<file path="src/rtl/riscv_stall_ctrl_pkg.sv">
// Stall controller shared types: FSM state encodings, register index width.
// Imported by the stall controller and the hazard detector.
package riscv_stall_ctrl_pkg;

  localparam int REG_ADDR_W = 5;

  typedef enum logic [1:0] {
    STALL_RUN      = 2'd0,
    STALL_MEM_WAIT = 2'd1,
    STALL_MC_WAIT  = 2'd2
  } stall_state_e;

endpackage

</file>
<file path="src/rtl/riscv_hazard_detect.sv">
// Load-use hazard compare between the ID sources and the EX destination.
// In: ID rs1/rs2 + used flags, EX rd + load flag. Out: o_load_use.
module riscv_hazard_detect
  import riscv_stall_ctrl_pkg::*;
(
  input  logic [REG_ADDR_W-1:0] i_id_rs1,
  input  logic [REG_ADDR_W-1:0] i_id_rs2,
  input  logic                  i_id_rs1_used,
  input  logic                  i_id_rs2_used,
  input  logic [REG_ADDR_W-1:0] i_ex_rd,
  input  logic                  i_ex_is_load,
  output logic                  o_load_use
);

  logic rs1_hit;
  logic rs2_hit;

  assign rs1_hit = i_id_rs1_used & (i_id_rs1 == i_ex_rd);
  assign rs2_hit = i_id_rs2_used & (i_id_rs2 == i_ex_rd);

  // x0 is never a real producer
  assign o_load_use = i_ex_is_load & (i_ex_rd != '0)
                    & (rs1_hit | rs2_hit);

endmodule

</file>
<file path="src/rtl/riscv_stall_ctrl.sv">
// Pipeline stall/flush controller: load-use, branch, mem wait, MUL/DIV.
// In: hazard/mem/branch/mc status. Out: per-register stalls, flushes, err, busy.
module riscv_stall_ctrl
  import riscv_stall_ctrl_pkg::*;
#(
  parameter int MC_LATENCY  = 4,
  parameter int MEM_TIMEOUT = 64
) (
  input  logic                  i_clk,
  input  logic                  i_rstn,
  input  logic [REG_ADDR_W-1:0] i_id_rs1,
  input  logic [REG_ADDR_W-1:0] i_id_rs2,
  input  logic                  i_id_rs1_used,
  input  logic                  i_id_rs2_used,
  input  logic [REG_ADDR_W-1:0] i_ex_rd,
  input  logic                  i_ex_is_load,
  input  logic                  i_ex_branch_taken,
  input  logic                  i_ex_mc_start,
  input  logic                  i_mem_req,
  input  logic                  i_mem_ack,
  output logic                  o_stall_pc,
  output logic                  o_stall_if_id,
  output logic                  o_stall_id_ex,
  output logic                  o_stall_ex_mem,
  output logic                  o_stall_mem_wb,
  output logic                  o_flush_if_id,
  output logic                  o_flush_id_ex,
  output logic                  o_flush_ex_mem,
  output logic                  o_mem_err,
  output logic                  o_busy
);

  localparam int MC_W = $clog2(MC_LATENCY);
  localparam int TO_W = $clog2(MEM_TIMEOUT) + 1;

  stall_state_e    state_q, state_d;
  logic [MC_W-1:0] mc_cnt_q, mc_cnt_d;
  logic [TO_W-1:0] to_cnt_q, to_cnt_d;
  logic            err_q, err_d;
  logic            load_use;
  logic            mem_hold;
  logic            run_rules;

  riscv_hazard_detect u_hazard (
    .i_id_rs1      (i_id_rs1),
    .i_id_rs2      (i_id_rs2),
    .i_id_rs1_used (i_id_rs1_used),
    .i_id_rs2_used (i_id_rs2_used),
    .i_ex_rd       (i_ex_rd),
    .i_ex_is_load  (i_ex_is_load),
    .o_load_use    (load_use)
  );

  assign mem_hold = i_mem_req & ~i_mem_ack;

  always_ff @(posedge i_clk or negedge i_rstn) begin
    if (!i_rstn) begin
      state_q  <= STALL_RUN;
      mc_cnt_q <= '0;
      to_cnt_q <= '0;
      err_q    <= 1'b0;
    end else begin
      state_q  <= state_d;
      mc_cnt_q <= mc_cnt_d;
      to_cnt_q <= to_cnt_d;
      err_q    <= err_d;
    end
  end

  always_comb begin
    state_d        = state_q;
    mc_cnt_d       = mc_cnt_q;
    to_cnt_d       = to_cnt_q;
    err_d          = 1'b0;
    run_rules      = 1'b0;
    o_stall_pc     = 1'b0;
    o_stall_if_id  = 1'b0;
    o_stall_id_ex  = 1'b0;
    o_stall_ex_mem = 1'b0;
    o_stall_mem_wb = 1'b0;
    o_flush_if_id  = 1'b0;
    o_flush_id_ex  = 1'b0;
    o_flush_ex_mem = 1'b0;

    unique case (state_q)
      STALL_RUN: run_rules = 1'b1;
      STALL_MEM_WAIT: begin
        if (i_mem_ack) begin
          // ack frees the pipe now; let new hazards act this cycle
          to_cnt_d  = '0;
          state_d   = STALL_RUN;
          run_rules = 1'b1;
        end else if (to_cnt_q == TO_W'(MEM_TIMEOUT - 1)) begin
          to_cnt_d = '0;
          err_d    = 1'b1;
          state_d  = STALL_RUN;
        end else begin
          o_stall_pc     = 1'b1;
          o_stall_if_id  = 1'b1;
          o_stall_id_ex  = 1'b1;
          o_stall_ex_mem = 1'b1;
          o_stall_mem_wb = 1'b1;
          to_cnt_d       = to_cnt_q + 1'b1;
        end
      end
      STALL_MC_WAIT: begin
        mc_cnt_d = (mc_cnt_q != '0) ? mc_cnt_q - 1'b1 : '0;
        if (mc_cnt_q != '0) begin
          o_stall_pc    = 1'b1;
          o_stall_if_id = 1'b1;
          o_stall_id_ex = 1'b1;
          if (mem_hold) begin
            o_stall_ex_mem = 1'b1;
            o_stall_mem_wb = 1'b1;
          end else begin
            o_flush_ex_mem = 1'b1;
          end
        end else if (mem_hold) begin
          o_stall_pc     = 1'b1;
          o_stall_if_id  = 1'b1;
          o_stall_id_ex  = 1'b1;
          o_stall_ex_mem = 1'b1;
          o_stall_mem_wb = 1'b1;
        end
        // leave on the last hold cycle so the front end frees
        // exactly MC_LATENCY cycles after the start pulse
        if (mc_cnt_q <= MC_W'(1)) begin
          if (mem_hold) begin
            state_d  = STALL_MEM_WAIT;
            to_cnt_d = TO_W'(1);
          end else begin
            state_d = STALL_RUN;
          end
        end
      end
      default: state_d = STALL_RUN;
    endcase

    if (run_rules) begin
      if (mem_hold) begin
        o_stall_pc     = 1'b1;
        o_stall_if_id  = 1'b1;
        o_stall_id_ex  = 1'b1;
        o_stall_ex_mem = 1'b1;
        o_stall_mem_wb = 1'b1;
        to_cnt_d       = TO_W'(1);
        state_d        = STALL_MEM_WAIT;
      end else if (i_ex_mc_start) begin
        o_stall_pc     = 1'b1;
        o_stall_if_id  = 1'b1;
        o_stall_id_ex  = 1'b1;
        o_flush_ex_mem = 1'b1;
        mc_cnt_d       = MC_W'(MC_LATENCY - 1);
        state_d        = STALL_MC_WAIT;
      end else if (i_ex_branch_taken) begin
        o_flush_if_id = 1'b1;
        o_flush_id_ex = 1'b1;
      end else if (load_use) begin
        o_stall_pc    = 1'b1;
        o_stall_if_id = 1'b1;
        o_flush_id_ex = 1'b1;
      end
    end
  end

  assign o_mem_err = err_q;
  assign o_busy    = (state_q != STALL_RUN);

endmodule
</file>
<file path="config.mk">
export PLATFORM = sky130hd
export DESIGN_NAME = riscv_stall_ctrl
export DESIGN_NICKNAME = d
export VERILOG_FILES = /design/src/rtl/riscv_stall_ctrl_pkg.sv /design/src/rtl/riscv_hazard_detect.sv /design/src/rtl/riscv_stall_ctrl.sv
export SDC_FILE = /design/constraint.sdc
export NUM_CORES = 1
export LEC_CHECK = 0
export CORE_ASPECT_RATIO = 0.75
export CORE_UTILIZATION = 39
export CTS_CLUSTER_SIZE = 25
export DETAILED_ROUTE_END_ITERATION = 6
export GPL_TIMING_DRIVEN = 0
export PLACE_DENSITY = 0.74
export SETUP_SLACK_MARGIN = 0.15
export SYNTH_ARGS = -nofsm -noshare
export SYNTH_HDL_FRONTEND = slang
export SYNTH_SLANG_ARGS = --single-unit
</file>
<file path="constraint.sdc">
create_clock -name i_clk -period 2.1 [get_ports i_clk]
set_input_delay 0.525 -clock i_clk [delete_from_list [all_inputs] [get_ports i_clk]]
set_output_delay 0.525 -clock i_clk [all_outputs]
set_load 0.01 [all_outputs]
</file>
### Word-level counts from Yosys, hierarchy flattened

Index checks and enable logic that the tools add are counted.

| storage, ports and cells | value |
|---|---|
| bits in registers | 12 |

| operators by class | value |
|---|---|
| $lt $le $gt $ge | 1 |
| mux-type cells | 56 |
| reduce and logical (&&, ||, !) cells | 4 |
| bitwise logic cells | 7 |
| equality and inequality tests | 5 |
| add/sub/neg operators | 2 |

Operators with widths:

| kind | number |
|---|---|
| $mux W7 | 6 |
| $mux W1 | 34 |
| $mux W2 | 11 |
| $pmux W7 S2 | 1 |
| $eq A5 B5 Y1 | 2 |
| $add A7 B1 Y7 const B | 1 |
| $eq A7 B6 Y1 const B | 1 |
| $pmux W1 S2 | 3 |
| $pmux W2 S3 | 1 |
| $and A1 B1 Y1 | 5 |
| $reduce_bool A5 Y1 | 1 |
| $reduce_bool A2 Y1 | 2 |
| $eq A2 B1 Y1 const B | 1 |
| $eq A2 B2 Y1 const B | 1 |
| $le A2 B1 Y1 const B | 1 |
| $logic_not A2 Y1 | 1 |
| $sub A2 B1 Y2 const B | 1 |
| $not A1 Y1 | 1 |
| $or A1 B1 Y1 | 1 |

### Depth between registers and ports, before layout

Gate-level depths: netlist (run 1).

| logic depth | value |
|---|---|
| word-level depth | 10 |
| gate-level depth with buffers | 7 |
| mapped depth without buffers | 6 |

### Cells and area by module

A second synthesis (run 1) with hierarchy kept.

| unflattened totals | value |
|---|---|
| cell total of the unflattened synthesis | 118 |
| area total of the unflattened synthesis | 964.7 um^2 |

Modules (own cells, without submodules):

| module | sequential area each (um^2) | cells an instance | area an instance (um^2) | instances |
|---|---|---|---|---|
| riscv_stall_ctrl | 300.3 | 101 | 830.8 | 1 |
| riscv_hazard_detect | 0.0 | 17 | 133.9 | 1 |

### Worst setup path before layout (run 1)

No wires, ideal clock.

| path | value |
|---|---|
| kind | input to output |
| start point | input i_ex_rd[1] |
| end point | output o_stall_pc |
| arrival time | 1.603 ns |
| required time | 1.575 ns |
| stages on the path | 5 |
| slack | -0.028 ns |
| path buffers | 1 |
| cell sequence | or4_1 o21ai_0 or3_1 o211ai_1 buf_4 |

| between the ends | value |
|---|---|
| cells in the longest elaborated chain, start to end | 9 |

Ends and longest elaborated chain:

| what | line | RTL |
|---|---|---|
| start: declaration | riscv_stall_ctrl.sv:15 | `input logic [REG_ADDR_W-1:0] i_ex_rd,` |
| $eq A5 B5 Y1, on equally long branches | riscv_hazard_detect.sv:18, riscv_hazard_detect.sv:19 |  |
| $and A1 B1 Y1, on equally long branches | riscv_hazard_detect.sv:18, riscv_hazard_detect.sv:19 |  |
| $or A1 B1 Y1 | riscv_hazard_detect.sv:23 | `& (rs1_hit \| rs2_hit);` |
| $and A1 B1 Y1 (*) | riscv_hazard_detect.sv:23 |  |
| $mux W1 (*) (5 in series) | -- |  |
| end: declaration | riscv_stall_ctrl.sv:21 | `output logic o_stall_pc,` |

Mark *: on every way between the ends. The rest lies on a longest branch, timed or not.

### Final worst setup path (run 1)

| path | value |
|---|---|
| start point | register state_q[0] |
| end point | output o_stall_pc |

| between the ends | value |
|---|---|
| cells in the longest elaborated chain, start to end | 7 |

Ends and longest elaborated chain:

| what | line | RTL |
|---|---|---|
| start: declaration | riscv_stall_ctrl.sv:36 | `stall_state_e state_q, state_d;` |
| start signal: assignment | riscv_stall_ctrl.sv:63 | `state_q <= state_d;` |
| $eq A2 B2 Y1 / $eq A2 B1 Y1 (equally long branches) | riscv_stall_ctrl.sv:85 | `unique case (state_q)` |
| $pmux W1 S2 | riscv_stall_ctrl.sv:85 |  |
| $mux W1 | riscv_stall_ctrl.sv:158 | `end else if (load_use) begin` |
| $mux W1 | riscv_stall_ctrl.sv:155 | `end else if (i_ex_branch_taken) begin` |
| $mux W1 | riscv_stall_ctrl.sv:148 | `end else if (i_ex_mc_start) begin` |
| $mux W1 | riscv_stall_ctrl.sv:140 | `if (mem_hold) begin` |
| $mux W1 (*) | riscv_stall_ctrl.sv:139 | `if (run_rules) begin` |

Marked as above.

==> flow_summary.ini, run 1 <==
[outcome]
status = finished with violations
violations = setup timing

[pwr]
ir_drop_uv = 663
netSwitchingPower_w = 0.000696
power_frac_clock_pct = 9.1
p_int_w = 0.000867
pwr-share-seq_pct = 21.0
switching_share_pct = 44.5
p_per_area_nw_per_um2 = 992
p_total_w = 0.00156
p_comb_share_pct = 69.9
power.leakage_nw = 0.703

[sta]
fin_crit_sh_pct = 112
fin_crit_ns = 2.35
fin_tns_setup_ns = -0.973
setup_viol = 7
relSlewSlack_pct = 61.7
slew_viol_final = 0
fmax_ghz = 0.425
worstMarginPinSlew_ns = 0.573
rsz0062_at_grt = yes
fin_skew_ns = 0.00142
worst_slack_ns = -0.254
hold_viol = 0

[placed_design]
pre_cts_ws_ns = -1.14
gp_congestion = 0.771
portBuffers = 33
dp_cells = 174
dp_hpwl_um = 2050

[cells_and_area]
drive_gt1_share_pct = 41.6
nNetsFinal = 197
final_util_pct = 73.7
insertedDiodeCount = 0
fin_cells = 198
area_growth_pct = 68.5

[die]
dieArea_sq_um = 2600
ioPinCount = 34
fp.dieH_um = 44.4
die_w_um = 58.5
initial_core_util_pct = 43.7
std_cell_rows = 14
design.core.area_sq_um = 2140

[routing]
first_iter_violations = 35
drt_pass1_iterations = 4
ant_nets = 0
wl_per_cell_um = 15.7
routed_wl_um = 3100
drc = 0
routed_via_density = 5.45
vias = 1080

[cts]
cts_tree = done
clkLatencyLatePin_ns = 0.27
clock_path_buffers = 2
clk_pin_slew_ns = 0.07
root_buffer = clkbuf_4
cts_hold_buf = 0
cts-htree-levels = 1
numCtsBuffers = 3
cts.sinks = 12

[global_routing]
grt_overflow = 0
antenna_found_initial = 0
grt_first_pass_wirelength_um = 4960
grt_max_degree = 13
grt_pass1_vias = 1091
grt_util_all_layers_pct = 26.1

[critical_path]
crit_fanout = 4
slowest_stage = dfrtp_1
reg2reg_slack_ns = -0.12
cp.arrival_ns = 1.83
crit_path_cell_trace = ha_4, and2b_2, o31a_1, o22ai_4, o211ai_1, buf_4, buf_6
reg2reg_from = to_cnt_q[1]
slowest_delay_ns = 0.44
path_buf_inv = 2
reg2reg_to = to_cnt_q[4]
path_class = reg2out
crit_required_ns = 1.57
crit_path_start_kind = register
crit_family = flip-flops
reg2reg_depth = 12
cp-end-kind = output pin

[hold_path]
hp-start = to_cnt_q[6]
holdPathStages = 1
min_to = o_mem_err
hp-class = reg2reg

[synth]
syn_area_sq_um = 935
syn_area_per_cell_sq_um = 8.57
synth_nets = 138
synth_edf_count = 0
synthCells = 109
yosys-top-cells-area = dfrtp_1, xor2_1, ha_1
synth.top_cell.area_share_pct = 32.1
yosysWarningCount = 0
ys.flop_type = dfrtp_1
synth_largest_area_cell = dfrtp_1
synthTopCellsByCount = dfrtp_1, inv_1, o21ai_0
ys_seq_elements = 12
synth_seq_area_share_pct = 32.1
yosysMostFrequentCell = dfrtp_1
async_flop_share_pct = 100
yosysUniqueCellTypes = 39

[job]
cap_violations = 0
==> timing repair <==
action,CTS,global route
endpoints found under the setup margin,11,15
buffers inserted,20,1
pin swaps,18,11
resized for setup,102,23
==> kinds of logic (layout without fill, tap and decap cells) <==
group	Yosys count	after routing	synth area share, %
AOI/OAI and AO/OA	35	35	25.0
xor gates and xnor gates	10	10	9.37
adders and majority gates	5	5	6.69
buffers and inverters	13	70	6.16
DFF	12	12	32.1
and+or+nand+nor	34	34	20.6
==> cell usage in the layout, fill, tap and decap left out, drive strengths merged, types with 5 or more instances in the layout <==
master and count:
o21ai 9, buf 39, inv 10, dfrtp 12, nand2 8, ha 5
clkdlybuf4s50 8, a21oi 8, xor2 8, clkbuf 5
==> metal layers <==
| metal | up-vias | part of all wire (%) | wire length (um) | GRT usage [%] |
|---|---|---|---|---|
| met1 | 525 | 48 | 1480 | 33.2 |
| met3 | 8 | 3.2 | 98 | 7.89 |
| met4 | 0 | 1.8 | 57 | 8.57 |
| li1 | 518 | - | - | - |
| met5 | - | 0 | 0 | 0 |
| met2 | 29 | 47 | 1470 | 43.0 |
==> cell type report <==
cell class,instances,area [sq um]
Multi-Input combinational cell,84,694
Fill cell,169,562
Timing Repair Buffer,54,450
Sequential cell,12,300
Tap cell,32,40.0
Inverter,10,37.5
Buffer,3,30.0
Clock buffer,3,22.5
==> sequential cells by signal, indices dropped and copies added, names as in the netlist <==
| signal | flops |
|---|---|
| mc_cnt_q | 2 |
| o_mem_err | 1 |
| state_q | 2 |
| to_cnt_q | 7 |
==> worst max path at each step <==
stage | from | end | slack [ns] | cells after the start
2_1_floorplan | i_ex_rd[1] | o_stall_pc | -0.01 | 5
3_3_place_gp | i_ex_rd[0] | o_stall_pc | -1.15 | 7
3_5_place_dp | i_ex_rd[0] | o_stall_pc | -1.14 | 7
4_1_cts | to_cnt_q[1] | o_stall_pc | -0.22 | 7
5_1_grt | state_q[0] | o_stall_pc | -0.32 | 7
6_report | state_q[0] | o_stall_pc | -0.25 | 7
==> power groups by stage <==
stage,clock network (W),logic [W],registers [W]
global placement,0,0.000796,0.000333
CTS,0.000147,0.00102,0.000323
finish,0.000143,0.00109,0.000328
global route,0.000157,0.00117,0.000332
detailed placement,0,0.000827,0.000336
floorplan,0,0.000481,0.000325
==> through the flow <==
stage	hold WS [ns]	instance area (sq um)
2_1_floorplan	0.229	940
3_3_place_gp	0.464	1310
3_5_place_dp	0.465	1310
4_1_cts	0.473	1520
5_1_grt	0.482	1580
6_report	0.478	1580
(Power assumes the default switching activity.)
==> run 2, diff against run 1 <==
--- a/config.mk
+++ b/config.mk
@@ -6,11 +6,12 @@
 export NUM_CORES = 1
 export LEC_CHECK = 0
 export CORE_ASPECT_RATIO = 0.75
-export CORE_UTILIZATION = 39
+export CORE_MARGIN = 2
+export CORE_UTILIZATION = 47
 export CTS_CLUSTER_SIZE = 25
 export DETAILED_ROUTE_END_ITERATION = 6
 export GPL_TIMING_DRIVEN = 0
-export PLACE_DENSITY = 0.74
+export PLACE_DENSITY = 0.84
 export SETUP_SLACK_MARGIN = 0.15
 export SYNTH_ARGS = -nofsm -noshare
 export SYNTH_HDL_FRONTEND = slang
==> constraint.sdc (replaced) <==
create_clock -name i_clk -period 3 [get_ports i_clk]
set_input_delay 0.75 -clock i_clk [delete_from_list [all_inputs] [get_ports i_clk]]
set_output_delay 0.75 -clock i_clk [all_outputs]
set_load 0.01 [all_outputs]
==> flow_summary.ini, run 2 (synthesized netlist as in run 1, its figures left out) <==
[cells_and_area]
reg_top3 = to_cnt_q (7), mc_cnt_q (2), state_q (2)
final_cell_mix = dfrtp_1, clkdlybuf4s50_1, dlygate4sd2_1
final_common_cell = dfrtp_1
largest_reg_flops = 7
area_growth_pct = 46.7
drive_gt1_share_pct = 22.7
nNetsFinal = 180
fin_cells = 172
final_util_pct = 76.0
insertedDiodeCount = 0
top_register = to_cnt_q

[die]
dieArea_sq_um = 2360
fp.dieH_um = 42.6
ioPinCount = 34
std_cell_rows = 13
die_w_um = 55.5
initial_core_util_pct = 51.8
design.core.area_sq_um = 1810

[routing]
drc = 0
vias = 1029
routed_wl_um = 2930
ant_nets = 0
routed_via_density = 5.98
drt_pass1_iterations = 4
first_iter_violations = 55
wl_per_cell_um = 17.0

[critical_path]
crit_path_cell_trace = dlygate4sd2_1, nor2b_2, and2_1, buf_6, o22ai_4, o211ai_1, buf_4, buf_6
crit_family = buffers and inverters
slowest_delay_ns = 0.25
cp.arrival_ns = 2.06
slowest_stage = dlygate4sd2_1
crit_path_frequent_cell = buf_6
crit_path_start_kind = input port
cp-end-kind = output pin
path_buf_inv = 4
crit_fanout = 10
path_class = in2out
crit_required_ns = 2.25

[cts]
numCtsBuffers = 3
cts_tree = done
cts.sinks = 12
cts_hold_buf = 0
clock_path_buffers = 2
root_buffer = clkbuf_4
cts-htree-levels = 1
clk_pin_slew_ns = 0.08
clkLatencyLatePin_ns = 0.28

[pwr]
power.leakage_nw = 0.636
ir_drop_uv = 545
p_per_area_nw_per_um2 = 713

[global_routing]
grt_max_degree = 13
grt_util_all_layers_pct = 25.5
grt_overflow = 0
antenna_found_initial = 0
grt_first_pass_wirelength_um = 4520
grt_pass1_vias = 994

[sta]
fmax_ghz = 0.356
rsz0062_at_grt = yes
relSlewSlack_pct = 53.5
slew_viol_final = 0
fin_skew_ns = 0.00124
fin_crit_sh_pct = 93.6
worstMarginPinSlew_ns = 0.690
setup_viol = 0
fin_crit_ns = 2.81
hold_viol = 0

[job]
cap_violations = 0

[placed_design]
portBuffers = 33
dp_cells = 164
dp_hpwl_um = 2160
gp_congestion = 0.835

[hold_path]
hp-class = reg2reg

[outcome]
status = complete, no violations
## run 2: metal layers
metal / up-vias / wire length (um) / share of wire (%) / track usage, %
met2: 40 / 1420 / 49 / 43.3
met5: - / 0 / 0 / 0
li1: 484 / - / - / -
met3: 2 / 169 / 5.8 / 7.10
met1: 503 / 1310 / 45 / 33.3
met4: 0 / 18 / 0.62 / 2.93
## run 2: path summary, 6_finish.rpt
check | startpoint | slack [ns] | cells past startpoint | endpoint
setup / recovery | i_mem_req | 0.19 | 8 | o_stall_pc
max in group asynchronous | i_rstn | 1.83 | 1 | to_cnt_q[0]
min in group asynchronous | i_rstn | 0.81 | 1 | state_q[1]
setup reg to reg | state_q[0] | 1.10 | 6 | to_cnt_q[2]
hold reg to reg | to_cnt_q[6] | 0.49 | 1 | o_mem_err
hold / removal | to_cnt_q[6] | 0.49 | 1 | o_mem_err
## run 2: layout make-up
class                   instances  area (sq um)
fillers                       131           434
repair buffers                 37           319
plain buffers                   3          26.3
multi-input cells              84           624
inverters                      10          37.5
clock buffers                   4          36.3
flip-flops and latches         12           300
well taps                      22          27.5
## run 2: report_power, final
part / internal [W] / leakage [nW] / switching (W)
registers: 0.000198 / 0.157 / 0.0000330
logic: 0.000266 / 0.458 / 0.000348
clock network: 0.0000739 / 0.0210 / 0.0000590
total: 0.000538 / 0.636 / 0.000440
## run 2: per-stage QoR
step | total power, W | setup WS [ns] | cell area (sq um) | hold slack (ns) | TNS [ns]
6_report | 0.000978 | 0.192 | 1370 | 0.491 | 0
5_1_grt | 0.00104 | 0.123 | 1370 | 0.524 | 0
4_1_cts | 0.000941 | 0.118 | 1340 | 0.478 | 0
3_5_place_dp | 0.000820 | -0.635 | 1290 | 0.467 | -3.17
3_3_place_gp | 0.000797 | -0.580 | 1290 | 0.462 | -2.89
2_1_floorplan | 0.000563 | 0.422 | 935 | 0.434 | 0
## run 2: timing repair
item | 4_1_cts | 5_1_grt
setup endpoints to repair | 8 | 7
cloned | 0 | 0
pin swaps | 8 | 10
buffers inserted | 3 | 1
gates resized for setup | 54 | 16
